**src/rtl/reg_file_pkg.sv**
```systemverilog
// Shared definitions for the 4x32 control register file and its access arbiter.
package reg_file_pkg;

    localparam logic [31:0] REG_ADDR_0 = 32'h00;
    localparam logic [31:0] REG_ADDR_1 = 32'h04;
    localparam logic [31:0] REG_ADDR_2 = 32'h08;
    localparam logic [31:0] REG_ADDR_3 = 32'h0C;

    typedef enum logic [1:0] {
        IDLE,
        ISSUE,
        RESP
    } arb_state_t;

    // Callers zero-extend their byte address to 32 bits.
    function automatic logic addr_is_legal(input logic [31:0] addr);
        return (addr == REG_ADDR_0) || (addr == REG_ADDR_1) ||
               (addr == REG_ADDR_2) || (addr == REG_ADDR_3);
    endfunction

endpackage

```
**src/rtl/rr_arbiter.sv**
```systemverilog
// Combinational round-robin pick: first requester at or above ptr, wrapping to 0.
module rr_arbiter #(
    parameter int NREQ = 2,
    parameter int IW   = (NREQ > 1) ? $clog2(NREQ) : 1
) (
    input  logic [NREQ-1:0] req_i,
    input  logic [IW-1:0]   ptr_i,
    output logic [NREQ-1:0] gnt_o,
    output logic [IW-1:0]   idx_o,
    output logic            any_o
);

    always_comb begin
        gnt_o = '0;
        idx_o = '0;
        any_o = 1'b0;
        // Upper segment [ptr, NREQ) first; the second pass only fires on wrap.
        for (int k = 0; k < NREQ; k++) begin
            if (!any_o && req_i[k] && (k >= int'(ptr_i))) begin
                any_o    = 1'b1;
                gnt_o[k] = 1'b1;
                idx_o    = IW'(k);
            end
        end
        for (int k = 0; k < NREQ; k++) begin
            if (!any_o && req_i[k]) begin
                any_o    = 1'b1;
                gnt_o[k] = 1'b1;
                idx_o    = IW'(k);
            end
        end
    end

endmodule

```
**src/rtl/reg_file_arbiter.sv**
```systemverilog
// Serialises NREQ requesters onto the single-port register file: accept, one
// access cycle, then hold the response until the granted requester takes it.
module reg_file_arbiter
    import reg_file_pkg::*;
#(
    parameter int NREQ = 2,
    parameter int DW   = 32,
    parameter int AW   = 8
) (
    input  logic               clk,
    input  logic               rst_n,
    input  logic [NREQ-1:0]    req_valid,
    input  logic [NREQ-1:0]    req_write,
    input  logic [NREQ*AW-1:0] req_addr,
    input  logic [NREQ*DW-1:0] req_wdata,
    output logic [NREQ-1:0]    req_ready,
    output logic [NREQ-1:0]    rsp_valid,
    input  logic [NREQ-1:0]    rsp_ready,
    output logic [DW-1:0]      rsp_rdata,
    output logic               rsp_err,
    output logic               rf_we,
    output logic               rf_re,
    output logic [AW-1:0]      rf_addr,
    output logic [DW-1:0]      rf_wdata,
    input  logic [DW-1:0]      rf_rdata
);

    localparam int IW = (NREQ > 1) ? $clog2(NREQ) : 1;

    arb_state_t      state_q, state_d;
    logic [IW-1:0]   ptr_q, gnt_q;
    logic            write_q, err_q, rsp_err_q;
    logic [AW-1:0]   addr_q;
    logic [DW-1:0]   wdata_q, rdata_q;

    logic [NREQ-1:0] win_oh;
    logic [IW-1:0]   win_idx;
    logic            win_any;
    logic            win_write;
    logic [AW-1:0]   win_addr;
    logic [DW-1:0]   win_wdata;

    rr_arbiter #(.NREQ(NREQ), .IW(IW)) u_arb (
        .req_i (req_valid),
        .ptr_i (ptr_q),
        .gnt_o (win_oh),
        .idx_o (win_idx),
        .any_o (win_any)
    );

    always_comb begin
        win_write = 1'b0;
        win_addr  = '0;
        win_wdata = '0;
        for (int k = 0; k < NREQ; k++) begin
            if (win_oh[k]) begin
                win_write = req_write[k];
                win_addr  = req_addr[k*AW +: AW];
                win_wdata = req_wdata[k*DW +: DW];
            end
        end
    end

    always_comb begin
        state_d   = state_q;
        req_ready = '0;
        rsp_valid = '0;
        rf_we     = 1'b0;
        rf_re     = 1'b0;
        rf_addr   = '0;
        rf_wdata  = '0;
        case (state_q)
            IDLE: begin
                req_ready = win_oh;
                if (win_any) state_d = ISSUE;
            end
            ISSUE: begin
                rf_we    = write_q & ~err_q;
                rf_re    = ~write_q & ~err_q;
                rf_addr  = addr_q;
                rf_wdata = wdata_q;
                state_d  = RESP;
            end
            RESP: begin
                rsp_valid[gnt_q] = 1'b1;
                if (rsp_ready[gnt_q]) state_d = IDLE;
            end
            default: state_d = IDLE;
        endcase
        // Reset wins over an in-flight access so an aborted write never lands.
        if (!rst_n) begin
            req_ready = '0;
            rsp_valid = '0;
            rf_we     = 1'b0;
            rf_re     = 1'b0;
            rf_addr   = '0;
            rf_wdata  = '0;
        end
    end

    assign rsp_rdata = rst_n ? rdata_q : '0;
    assign rsp_err   = rst_n & rsp_err_q;

    always_ff @(posedge clk) begin
        if (!rst_n) begin
            state_q   <= IDLE;
            ptr_q     <= '0;
            gnt_q     <= '0;
            write_q   <= 1'b0;
            err_q     <= 1'b0;
            addr_q    <= '0;
            wdata_q   <= '0;
            rdata_q   <= '0;
            rsp_err_q <= 1'b0;
        end else begin
            state_q <= state_d;
            if (state_q == IDLE && win_any) begin
                gnt_q   <= win_idx;
                write_q <= win_write;
                addr_q  <= win_addr;
                wdata_q <= win_wdata;
                err_q   <= ~addr_is_legal(32'(win_addr));
            end
            if (state_q == ISSUE) begin
                rdata_q   <= (!write_q && !err_q) ? rf_rdata : '0;
                rsp_err_q <= err_q;
                ptr_q     <= (gnt_q == IW'(NREQ - 1)) ? '0 : gnt_q + IW'(1);
            end
        end
    end

endmodule

```
**config.mk**
```make
export PLATFORM = sky130hd
export DESIGN_NAME = reg_file_arbiter
export DESIGN_NICKNAME = d
export VERILOG_FILES = /design/src/rtl/reg_file_pkg.sv /design/src/rtl/rr_arbiter.sv /design/src/rtl/reg_file_arbiter.sv
export SDC_FILE = /design/constraint.sdc
export NUM_CORES = 1
export LEC_CHECK = 0
export BUFFER_PORTS_ARGS = -buffer_cell sky130_fd_sc_hd__buf_2
export CORE_MARGIN = 1
export CORE_UTILIZATION = 41
export DETAILED_ROUTE_END_ITERATION = 6
export GPL_TIMING_DRIVEN = 0
export PLACE_DENSITY = 0.86
export SYNTH_ARGS = -nofsm -noshare
export SYNTH_HDL_FRONTEND = slang
export SYNTH_HIERARCHICAL = 1
export SYNTH_SLANG_ARGS = --single-unit
```
**constraint.sdc**
```tcl
create_clock -name clk -period 1.75 [get_ports clk]
set_input_delay 0.0875 -clock clk [delete_from_list [all_inputs] [get_ports clk]]
set_output_delay 0.0875 -clock clk [all_outputs]
set_load 0.1 [all_outputs]
```
* Yosys cells after proc, flatten, opt, wreduce, memory -nomap -nowiden
Cells that the tools add are included.
Storage, ports and cells: input bits 120, register bits after elaboration 79, output and inout bits 79
Operators by class: $add $sub $neg 1, reduce and logical (&&, ||, !) cells 18, bitwise logic cells 6, order comparisons 3, eq/ne operators 7, muxes and demuxes 37
Operator list (count):
- two-way mux 32 bit | 6
- two-way mux 8 bit | 4
- two-way mux 1 bit | 19
- == test 8 x 4 -> 1 bit, second input constant | 2
- two-way mux 2 bit | 6
- == test 8 x 3 -> 1 bit, second input constant | 1
- zero test 8 bit | 1
- logical AND 1 bit | 7
- case mux 2 bit (3 select lines) | 1
- zero test 1 bit | 5
- inequality test 2 bit, second input constant | 2
- bitwise AND 1 bit | 3
- logical OR 1 bit | 3
- inverter 1 bit | 3
- == test 2 x 1 -> 1 bit, second input constant | 1
- == test 2 bit, second input constant | 1
- zero test 2 bit | 1
- less-than comparator 1 x 2 -> 1 bit, second input constant | 1
- AND reduction 2 bit | 1
- adder 1 bit, second input constant | 1
- demux 1 bit (select 1 bit) | 1
- >= comparator 1 bit, first input constant | 1
- >= comparator 1 bit, second input constant | 1

* Longest topological paths before layout
Gate-level depths: netlist of run 1.
depth in word-level cells 18, gate-level depth with buffers 6, depth with buffers taken out 5

* Cells and area by module
Netlist of run 1, hierarchy kept.
By module, submodules not included:
- reg_file_arbiter | area each 3452.1 um^2, times used 1, cells an instance 388, sequential area each 1581.5 um^2
- rr_arbiter | area each 32.5 um^2, times used 1, cells an instance 5, sequential area each 0.0 um^2

* Worst setup path before layout of run 1
OpenSTA, ideal clock, no wires.
path type reg2out, from register state_q[0], to output rf_we, required time 1.662 ns, data arrival time 2.764 ns, cell stages (with the launch flop) 3, slack -1.101 ns, path through dfxtp_1 nand3b_1 nor3b_1
On the way: cells in the longest elaborated chain, start to end 3
RTL lines:
- start, declared | RTL line reg_file_arbiter.sv:30 | arb_state_t state_q, state_d;
- start signal, assigned | RTL line reg_file_arbiter.sv:116 | state_q <= state_d;
- == test 2 x 1 -> 1 bit | RTL line reg_file_arbiter.sv:72 | case (state_q)
- two-way mux 1 bit | RTL line reg_file_arbiter.sv:72
- two-way mux 1 bit | RTL line reg_file_arbiter.sv:91 | if (!rst_n) begin
- end, declared | RTL line reg_file_arbiter.sv:21 | output logic rf_we,
No other way between the ends.

* Final worst setup path of run 1
from register state_q[1], to output rf_wdata[0]
On the way: cells in the longest elaborated chain, start to end 3
RTL lines:
- == test 2 x 1 -> 1 bit | RTL line reg_file_arbiter.sv:72
- two-way mux 32 bit | RTL line reg_file_arbiter.sv:72
- two-way mux 32 bit | RTL line reg_file_arbiter.sv:91
- end, declared | RTL line reg_file_arbiter.sv:24 | output logic [DW-1:0] rf_wdata,
No other way between the ends.

==> flow_summary.ini, run 1 <==
[power_and_ir_drop]
power_density_nw_per_um2 = 886
p_leak_nw = 2.76
max-vdd-ir-drop_mv = 0.461

[setup_path]
crit_family = simple AND/OR/NAND/NOR gates
cp_max_fo = 7
worstPathCellList = and2b_4 > and3_1 > buf_2
crit_type = reg2out
cp_num_buf_inv = 1
end_kind = output pin
worst-endpoint-required_ns = 1.66
cp-start-kind = register
cpPeakStageDelay_ns = 0.43
slowest_stage = buf_2
arrival_ns = 1.62

[placement]
io_buffers = 197
hpwl_um = 8090
dp_cells = 695
globalplace.congestion = 0.881
pre_cts_ws_ns = -0.389

[drt]
highest_layer = met4
dr_wl_met2_um = 6390
wl_met3_um = 825
wl_per_cell_um = 16.7
drc = 0
first_iter_violations = 153
drtPass1Iterations = 4
vias = 4025
routedLengthMet1_um = 5020
viasPerCell = 5.38
wirelength_um = 12500
ant_nets = 0

[floorplan]
fp-row-count = 33
die_h_um = 94.2
die_x_um = 94.2
io_pins = 199
core_um2 = 8220
start_util_pct = 42.4
dieArea_um2 = 8870

[sta]
slew_viol_final = 0
maxSlewHeadroom_pct = 61.3
layout_setup_ws_ns = 0.0439
hold_viol_final = 0
worst_slew_pin_slew_ns = 0.578
fin_crit_sh_pct = 97.5
skew_ns = 0.0112
hold_slack_ns = 0.0107
max_freq_mhz = 586
period_minus_slack_ns = 1.71
setup_violations = 0
grt_setup_unrepaired = yes

[logic_synthesis]
synth_area_leaders = dfxtp_1 (45%), a221oi_1 (9.6%), a22o_1 (8.0%), and3_1 (7.7%), and2_1 (5.9%)
ys_seq_area_share_pct = 45.4
synth_top_cell_area_share_pct = 45.4
synth_nets = 513
synth_top_area_cell = dfxtp_1
syn_area_um2 = 3480
avgSynthCellArea_um2 = 8.87
ys_types = 32
synth_cells = 393
synth-seq-cells = 79
ys_warn_count = 6

[clocking]
cts_htree_levels = 3
numCtsBuffers = 9
cts_buffer_depth = 2
path_clk_slew_ns = 0.08
ctsRootBufferMaster = clkbuf_8
cts_tree = yes
cts.sinks = 79
worstSkewPairLatency_ns = 0.35

[global_route]
grt.overflow.total = 0
grt_pass1_vias = 3918
grt_max_degree = 15
grt_usage_pct = 27.1
antenna_found_initial = 0
grt_pass1_wl_um = 18700

[finish]
final_cells = 748
area_growth_pct = 63.7
drive_above_1_share_pct = 40.4
n_antenna_cell = 0
nets = 758
postLayoutCoreUtil_pct = 69.4
fillers = 609

[outcome]
status = finished clean

[hold_path]
hold_class = in2reg

[run]
cap_violations = 0
-- layer usage --
metal	track usage, %	up-vias
li1	-	1937
met1	30.8	1893
met4	8.08	0
met5	0	-
met3	6.88	19
met2	49.3	176
-- power by group --
part,switching [mW],internal (mW)
clock,0.711,0.850
sequential,0.0834,1.97
combinational,0.917,0.527
total,1.71,3.35
-- logic make-up after synthesis --
family | synth area share, %
multiplexers | 0.287
AND/OR/NAND/NOR | 27.3
flip-flops | 45.4
buffers and inverters | 5.57
AO/OA/AOI/OAI | 21.5
-- what timing repair did --
action,CTS,global route
resized for setup,112,46
setup endpoints to repair,77,77
pin swaps,2,1
setup buffers,2,3
endpoints found under the hold margin,32,0
hold buffers,32,0
-- layout by cell type, fill, tap and decap left out, drive strengths merged, types with 3 or more instances in the layout --
cell type    netlist  final
a22o              32     32
buf               15    218
o21ai              6      6
nor2              45     45
dfxtp             79     79
a221oi            39     39
and3              43     43
a21boi             3      3
nor3              39     39
inv                2      3
and2              33     33
dlygate4sd3        0     32
nand2              8      8
clkbuf            27     36
a21oi              4      4
-- synthesized netlist by cell type (all sizes together) --
cell type and count:
nor2b 2, or2 1, and3 43, a41oi 1
buf 15, nor3b 2, and2 33, a22oi 1
nor2 45, a221oi 39, clkbuf 27, a21oi 4
mux2i 1, nand2 8, a311oi 1, a211oi 1
nand2b 1, o21ai 6, and2b 1, nor3 39
nand3b 2, clkinv 1, a21boi 3, or3b 1
a22o 32, inv 2, o21a 2, dfxtp 79
-- stage by stage --
| stage | power [mW] | TNS (ns) | cell area [um2] |
|---|---|---|---|
| 3_3_place_gp | 3.30 | -2.03 | 4610 |
| 4_1_cts | 5.00 | 0 | 5520 |
| 2_1_floorplan | 2.98 | -0.810 | 3490 |
| 5_1_grt | 5.29 | -0.121 | 5710 |
| 3_5_place_dp | 3.33 | -4.66 | 4610 |
| 6_report | 5.06 | 0 | 5710 |
-- sequential cells by signal, indices dropped and copies added, names as in the netlist --
name       count
err_q          1
ptr_q          1
wdata_q       32
state_q        2
rsp_err_q      1
rdata_q       32
write_q        1
addr_q         8
gnt_q          1
-- area by class of cell --
class	instances	area (um2)	area share (%)
Clock buffer	10	138	2.41
Timing Repair Buffer	234	1750	30.7
Sequential cell	79	1590	27.8
Buffer	42	233	4.08
Multi-Input combinational cell	269	1760	30.9
Inverter	3	11.3	0.197
Clock inverter	6	92.6	1.62
Tap cell	105	131	2.30
-- worst reg2reg max path, stage by stage, from the launching register on --
cell      delay (ns)
dfxtp_4         0.37
or3b_1          0.37
clkbuf_1        0.17
buf_2           0.21
a221oi_1        0.35
nor3_1          0.08
-- worst paths after layout --
path,from,cells after the start,slack [ns],endpoint
hold reg to reg,rsp_err_q,2,0.46,rsp_err_q
setup reg to reg,state_q[1],5,0.09,wdata_q[24]
setup / recovery,state_q[1],3,0.04,rf_wdata[0]
hold / removal,req_wdata[59],3,0.01,wdata_q[27]
No activity file was read; power rests on OpenSTA's default activity.
==> run 2, diff against run 1 <==
- ABC_CLOCK_PERIOD_IN_PS: unset -> 1700
- CTS_BUF_LIST: unset -> sky130_fd_sc_hd__clkbuf_16
- clock period: 1.75 -> 1.7 ns (I/O delays scaled with it)
==> flow_summary.ini, run 2 (synthesis results as in run 1) <==
[global_route]
grt_pass1_vias = 4126
antenna_found_initial = 0
grt_pass1_wl_um = 20100
grt.overflow.total = 0
grt_max_degree = 15
grt_usage_pct = 29.7

[power_and_ir_drop]
seqPwrFrac_pct = 34.9
sw_frac_of_total_pct = 30.8
pwr-share-comb_pct = 25.8
max-vdd-ir-drop_mv = 0.596
p_leak_nw = 2.88
switchingPower_mw = 1.87
power_density_nw_per_um2 = 995
p_total_mw = 6.07
intPower_mw = 4.21
clock_power_share_pct = 39.2

[finish]
top_regs = rdata_q (32), wdata_q (32), addr_q (8)
n_antenna_cell = 0
fillers = 549
nets = 760
postLayoutCoreUtil_pct = 74.3
seq_area_um2 = 1590
area_growth_pct = 75.2
final_common_cell = buf_2
multi_input_area_um2 = 1800
drive_above_1_share_pct = 46.0
final_cell_mix = buf_2 (161), dfxtp_1 (76), nor2_1 (45)

[drt]
ant_nets = 0
wirelength_um = 14200
drc = 0
drtPass1Iterations = 4
first_iter_violations = 208
viasPerCell = 5.65
wl_per_cell_um = 19.0
vias = 4239

[clocking]
cts_tree = yes
numCtsBuffers = 9
cts_buffer_depth = 2
worstSkewPairLatency_ns = 0.33
cts.sinks = 79
path_clk_slew_ns = 0.06
cts_htree_levels = 3
ctsRootBufferMaster = clkbuf_16

[sta]
skew_ns = 0.00610
maxSlewHeadroom_pct = 61.8
fin_crit_sh_pct = 100
period_minus_slack_ns = 1.71
tns_ns = -0.00790
layout_setup_ws_ns = -0.00790
hold_viol_final = 0
setup_violations = 1
worst_slew_pin_slew_ns = 0.571
grt_setup_unrepaired = yes
max_freq_mhz = 586
slew_viol_final = 0

[setup_path]
cp_max_fo = 10
arrival_ns = 1.62
worstPathCellList = and2b_4 > clkbuf_8 > and3_2 > buf_12
worst-endpoint-required_ns = 1.62
end_kind = output pin
cpPeakStageDelay_ns = 0.35
crit_type = reg2out
slowest_stage = dfxtp_2
cp-start-kind = register

[placement]
hpwl_um = 8240
pre_cts_ws_ns = -0.343
io_buffers = 197
globalplace.congestion = 0.797

[floorplan]
io_pins = 199
die_x_um = 94.2
dieArea_um2 = 8870
fp-row-count = 33
core_um2 = 8220
start_util_pct = 42.4
die_h_um = 94.2

[run]
cap_violations = 0

[hold_path]
hold_class = in2reg

[outcome]
violations = setup timing
status = finished, violations left
## run 2: path summary, 6_finish.rpt
kind            startpoint          end  slack [ns]  depth (start not counted)
max             state_q[1]  rf_wdata[3]      -0.008                          4
max reg2reg     state_q[1]  wdata_q[28]        0.07                          4
min reg2reg      rsp_err_q    rsp_err_q        0.45                          2
min          req_wdata[59]  wdata_q[27]        0.02                          3
## run 2: critical path: cells and delay by family (launching register included)
kind	cells	cell delay [ns]
AND/OR/NAND/NOR	2	0.57
buffers and inverters	2	0.37
flip-flops	1	0.35
## run 2: cell type report
class	count	share of cell area, %
timing repair buffer	237	31.9
multi-input combinational	269	29.5
sequential	79	26.0
buffer	41	4.18
clock buffer	9	3.69
clock inverter	7	2.38
tap	105	2.15
inverter	3	0.184
## run 2: power groups by stage
stage                     Clock, mW  Combinational, mW  Sequential, mW
after global placement            0               1.27            2.14
after global routing           2.49               1.67            2.14
after detailed placement          0               1.29            2.15
final                          2.38               1.57            2.12
after floorplan                   0              0.952            2.12
after CTS                      2.39               1.45            2.11
## run 2: what timing repair did
| action | in CTS | in global routing |
|---|---|---|
| hold endpoints to repair | 32 | 0 |
| endpoints found under the setup margin | 81 | 56 |
| resized for setup | 133 | 71 |
| hold buffers | 32 | 0 |
| setup buffers | 0 | 8 |
| pin swaps | 1 | 2 |
## run 2: per-stage QoR
step           hold WS (ns)  instance area (um2)  cells
2_1_floorplan         0.211                 3540    393
3_3_place_gp          0.298                 4650    695
3_5_place_dp          0.300                 4650    695
4_1_cts              0.0193                 5770    743
5_1_grt              0.0150                 6110    750
6_report             0.0189                 6110    750
## run 2: metal layers
| layer | share of wire (%) | GRT usage, % | vias to the layer above |
|---|---|---|---|
| li1 | - | - | 1950 |
| met1 | 38 | 31.9 | 1988 |
| met2 | 51 | 52.8 | 247 |
| met3 | 7.1 | 8.66 | 54 |
| met4 | 3.9 | 14.1 | 0 |
| met5 | 0 | 0 | - |
